[src/rtl/ion_stream_arbiter.sv]
// ---------------------------------------------------------------------------
// ion_stream_arbiter : round-robin packet arbiter for up to eight sensor streams
// rev 1.0
// ---------------------------------------------------------------------------
`default_nettype none

module ion_stream_arbiter #(
    parameter int NUM_STREAMS = 8,
    parameter int DATA_WIDTH  = 110,
    parameter int ID_WIDTH    = 3
) (
    input  logic                              clock,
    input  logic                              resetn,
    input  logic [NUM_STREAMS-1:0]            sensor_valid,
    input  logic [NUM_STREAMS*DATA_WIDTH-1:0] sensor_data,
    input  logic [NUM_STREAMS-1:0]            stream_enable,
    input  logic                              clear_overflow,
    output logic                              out_valid,
    input  logic                              out_ready,
    output logic [DATA_WIDTH-1:0]             out_data,
    output logic [ID_WIDTH-1:0]               out_stream_id,
    output logic [NUM_STREAMS-1:0]            pending,
    output logic [NUM_STREAMS-1:0]            overflow
);

    typedef enum logic [0:0] {
        IDLE = 1'b0,
        SEND = 1'b1
    } state_t;

    state_t                 state;
    state_t                 state_next;

    logic [DATA_WIDTH-1:0]  hold [NUM_STREAMS];
    logic [ID_WIDTH-1:0]    last_grant;
    logic [ID_WIDTH-1:0]    pick;
    logic [ID_WIDTH:0]      cand;
    logic                   found;
    logic                   load;
    logic                   accept;
    logic [NUM_STREAMS-1:0] eligible;
    logic [NUM_STREAMS-1:0] accept_vec;
    logic [NUM_STREAMS-1:0] pending_eff;
    logic [NUM_STREAMS-1:0] capture;
    logic [NUM_STREAMS-1:0] overrun;

    // A slot being drained this cycle counts as free, so a new packet refills it.
    assign eligible    = pending & stream_enable;
    assign pending_eff = pending & ~accept_vec;
    assign capture     = sensor_valid & stream_enable & ~pending_eff;
    assign overrun     = sensor_valid & stream_enable & pending_eff;

    // Walk from farthest to nearest so the closest hit after last_grant wins.
    always_comb begin
        found = 1'b0;
        pick  = '0;
        cand  = '0;
        for (int k = NUM_STREAMS; k >= 1; k--) begin
            cand = {1'b0, last_grant} + (ID_WIDTH+1)'(k);
            if (cand >= (ID_WIDTH+1)'(NUM_STREAMS)) begin
                cand = cand - (ID_WIDTH+1)'(NUM_STREAMS);
            end
            if (eligible[cand[ID_WIDTH-1:0]]) begin
                found = 1'b1;
                pick  = cand[ID_WIDTH-1:0];
            end
        end
    end

    always_comb begin
        state_next = state;
        load       = 1'b0;
        accept     = 1'b0;
        accept_vec = '0;
        case (state)
            IDLE: begin
                if (found) begin
                    load       = 1'b1;
                    state_next = SEND;
                end
            end
            SEND: begin
                if (out_ready) begin
                    accept                    = 1'b1;
                    accept_vec[out_stream_id] = 1'b1;
                    state_next                = IDLE;
                end
            end
            default: state_next = IDLE;
        endcase
    end

    always_ff @(posedge clock or negedge resetn) begin
        if (!resetn) begin
            state <= IDLE;
        end else begin
            state <= state_next;
        end
    end

    always_ff @(posedge clock or negedge resetn) begin
        if (!resetn) begin
            out_valid     <= 1'b0;
            out_data      <= '0;
            out_stream_id <= '0;
            pending       <= '0;
            overflow      <= '0;
            last_grant    <= ID_WIDTH'(NUM_STREAMS - 1);
        end else begin
            out_valid <= (state_next == SEND);
            pending   <= pending_eff | capture;
            overflow  <= (clear_overflow ? '0 : overflow) | overrun;
            if (load) begin
                out_data      <= hold[pick];
                out_stream_id <= pick;
            end
            if (accept) begin
                last_grant <= out_stream_id;
            end
        end
    end

    always_ff @(posedge clock or negedge resetn) begin
        if (!resetn) begin
            for (int s = 0; s < NUM_STREAMS; s++) begin
                hold[s] <= '0;
            end
        end else begin
            for (int s = 0; s < NUM_STREAMS; s++) begin
                if (capture[s]) begin
                    hold[s] <= sensor_data[s*DATA_WIDTH +: DATA_WIDTH];
                end
            end
        end
    end

endmodule

`default_nettype wire

[config.mk]
export PLATFORM = sky130hd
export DESIGN_NAME = ion_stream_arbiter
export DESIGN_NICKNAME = d
export VERILOG_FILES = /design/src/rtl/ion_stream_arbiter.sv
export SDC_FILE = /design/constraint.sdc
export NUM_CORES = 2
export LEC_CHECK = 0
export BUFFER_PORTS_ARGS = -buffer_cell sky130_fd_sc_hd__buf_2
export CAP_MARGIN = 20
export CORE_AREA = 2 2 399 401
export CTS_CLUSTER_SIZE = 8
export DETAILED_ROUTE_END_ITERATION = 6
export DIE_AREA = 0 0 401 403
export GPL_ROUTABILITY_DRIVEN = 0
export PLACE_DENSITY_LB_ADDON = 0.12
export REMOVE_ABC_BUFFERS = 1
export SLEW_MARGIN = 20
export SYNTH_ARGS = -nofsm -noshare
export SYNTH_HDL_FRONTEND = slang
export SYNTH_SLANG_ARGS = --single-unit
export TNS_END_PERCENT = 100
[constraint.sdc]
create_clock -name clock -period 4.1 [get_ports clock]
set_input_delay 0.205 -clock clock [delete_from_list [all_inputs] [get_ports clock]]
set_output_delay 0.205 -clock clock [all_outputs]
set_load 0.05 [all_outputs]
==> results.json <==
{
  "outcome": "finished, final reports clean",
  "power_density_nw_per_um2": 989,
  "tightestPinTransition_ps": 930,
  "hpwl_um": 129000,
  "drtIter0Drc": 2298,
  "via_per_inst": 5.17,
  "drc": 0,
  "netSwitchingPower_mw": 29.6,
  "drv_cap": 0,
  "rsz0062_at_grt": "false",
  "synth-edff-count": 0,
  "synthFlopType": "dfrtp_1",
  "vias": 38584,
  "htree_levels": 4,
  "rows": 146,
  "holdWs_ps": 120,
  "instances_no_fill": 7466,
  "drtAntennaViolNets": 0,
  "antenna_found_initial": 53,
  "die_y_um": 403,
  "fin_ws_ps": 187,
  "cts_max_path_buffers": 3,
  "yosys_register_bits": 1013,
  "critical_path.max_fanout": 45,
  "cts_tree": "built",
  "max_clock_freq_mhz": 256,
  "totalWireLength_um": 192000,
  "pwr-share-clk_pct": 16.4,
  "coreArea_um2": 157000,
  "synth_top_family_by_area": "multiplexers",
  "synthSimpleGateAreaFrac_pct": 3.21,
  "gr-usage-all-layers_pct": 23.0,
  "cp.arrival_ps": 4600,
  "start_kind": "flip-flop",
  "io_buffer_count": 1029,
  "top_layer": "met5",
  "numCtsBuffers": 146,
  "met1_length_um": 81400,
  "reg2reg_depth": 11,
  "cts_sinks": 1013,
  "clockRootBuffer": "clkbuf_16",
  "fin_crit_ps": 3910,
  "dieWidth_um": 401,
  "finClkSkew_ps": 43.7,
  "p_sw_share_pct": 43.7,
  "power_leakage_nw": 31.7,
  "finalSetupViolations": 0,
  "start_util_pct": 29.6,
  "syn_inst": 3388,
  "dpl.cell_count": 6349,
  "synth_area_um2": 46600,
  "io_pins": 1030,
  "layout-drive-gt1-share_pct": 43.0,
  "clk_latency_ps": 760,
  "synth_compound_area_share_pct": 10.2,
  "synth_fa_ha_area_share_pct": 0.0537,
  "synthXorXnorAreaFrac_pct": 0.0751,
  "grt_pass1_wl_um": 280000,
  "final_common_cell": "buf_2",
  "layout.nets": 6234,
  "yosysWarnings": 0,
  "grt_pass1_vias": 41327,
  "syn_avg_cell_area_um2": 13.8,
  "critPathKind": "reg2reg",
  "die-area_um2": 162000,
  "synth-seq-area-share_pct": 54.4,
  "p_int_mw": 38.1,
  "period_share_pct": 95.4,
  "muxShareOfSynthArea_pct": 29.2,
  "wl_per_cell_um": 25.7,
  "clk_pin_slew_ps": 50,
  "drv_slew": 0,
  "cp.required_ps": 4780,
  "finalHoldViolCount": 0,
  "grt-ovfl-total": 0,
  "hold_path_class": "in2async",
  "ys_types": 62,
  "dp_slack_ps": -170,
  "grt_start_max_net_pins": 111,
  "p_seq_share_pct": 26.7,
  "slew_headroom_pct": 38.0,
  "firstDrtPassIters": 5,
  "ff_latch_area_um2": 25400,
  "mostFrequentLayoutCells": "buf_2, dfrtp_1, dlygate4sd3_1",
  "vdd_drop_max_v": 0.00165,
  "cp-end-kind": "flip-flop",
  "area_growth_pct": 46.9,
  "comb_power_share_pct": 57.0,
  "fill_cells": 14790,
  "async_reset_ff_share_pct": 100,
  "wl_met2_um": 95200,
  "wl_met3_um": 10100,
  "multi_input_area_um2": 20200
}
power groups by stage:
stage / clock, mW / sequential, mW / combinational, mW
6_report: 11.1 / 18.1 / 38.6
5_1_grt: 11.8 / 18.7 / 41.1
4_1_cts: 11.4 / 18.1 / 38.4
3_5_place_dp: 0 / 18.2 / 37.5
3_3_place_gp: 0 / 18.2 / 37.1
2_1_floorplan: 0 / 19.0 / 14.4
state kept, by name, indices dropped and copies added, names as in the netlist:
signal and cells:
overflow 8, pending 8, out_valid 1, out_data 110, last_grant 3, out_stream_id 3
hold 880
worst paths after layout:
kind | start | end | slack, ps
setup reg to reg | last_grant[0] | out_data[22] | 190
setup / recovery | last_grant[0] | out_data[22] | 190
hold reg to reg | out_data[3] | out_data[3] | 480
min in group clock | stream_enable[5] | hold[235] | 140
max in group asynchronous | resetn | hold[506] | 2720
hold / removal | resetn | hold[323] | 120
cell families after synthesis:
group / after synthesis
mux: 1231
flops: 1013
compound gates: 608
buf+inv: 311
simple gates: 219
xor+xnor: 4
fa+ha+maj: 2
per-stage QoR:
step	power [mW]	instance area (µm²)	utilization [%]	setup TNS, ps
after floorplan	33.4	45300	-	-2308610
after global placement	55.3	55200	35.1	-185
after detailed placement	55.6	55200	35.1	-243
after CTS	67.8	68300	43.4	-9.53
after global routing	71.5	68500	43.5	0
final	67.8	68500	43.5	0
layer usage:
metal | track usage, % | vias to the layer above
li1 | - | 16983
met1 | 29.2 | 19934
met2 | 39.4 | 1312
met3 | 4.72 | 319
met4 | 6.77 | 36
met5 | 0 | -
worst max-delay path, cell delays in order (launching register included):
cell,delay (ps)
dfstp_2,600
inv_1,120
ha_1,320
inv_1,170
mux4_2,580
o311a_1,350
o21ai_4,250
buf_12,250
and4_1,240
a31oi_1,40
a221oi_1,690
a211o_1,190
synthesized netlist by cell type, drive strengths merged, types with 2 or more instances:
master  number  area [µm²]
mux2       882        9930
a21o         2        15.0
inv         14        52.6
a22oi        2        15.0
dfrtp     1010       25300
mux2i      334        3340
mux4        15         338
and2        11        73.8
o22ai      118         807
a211o      109         955
buf         71         455
or2          4        25.0
a21oi        6        30.0
xnor2        2        17.5
a221oi     221        1950
o21a         2        15.0
nor2b        3        18.8
clkbuf     226         848
ha           2        25.0
dfstp        3        78.8
nand4        4        25.0
nand3       17        85.1
nand2       40         153
and4       109         955
o31ai        3        22.5
xor2         2        17.5
nand2b       5        31.3
a31oi      109         682
nand3b       4        30.0
o221ai       4        35.0
o21ai       18        97.6
nor2        16        60.1
layout make-up:
class                   count  area share, %
clock buffers             157           5.44
repair buffers           2093           23.7
well taps                2072           3.78
inverters                  14         0.0767
multi-input cells        2064           29.5
clock inverters            16          0.385
diodes                     37          0.135
flip-flops and latches   1013           37.0
timing repair:
item	4_1_cts	5_1_grt
hold buffers	903	0
endpoints found under the setup margin	3	61
gates cloned	0	1
resized for setup	4	12
pin swaps	0	1
hold endpoints to repair	957	0
buffers inserted	0	3
Note: power is estimated with default switching activity, not from simulation.
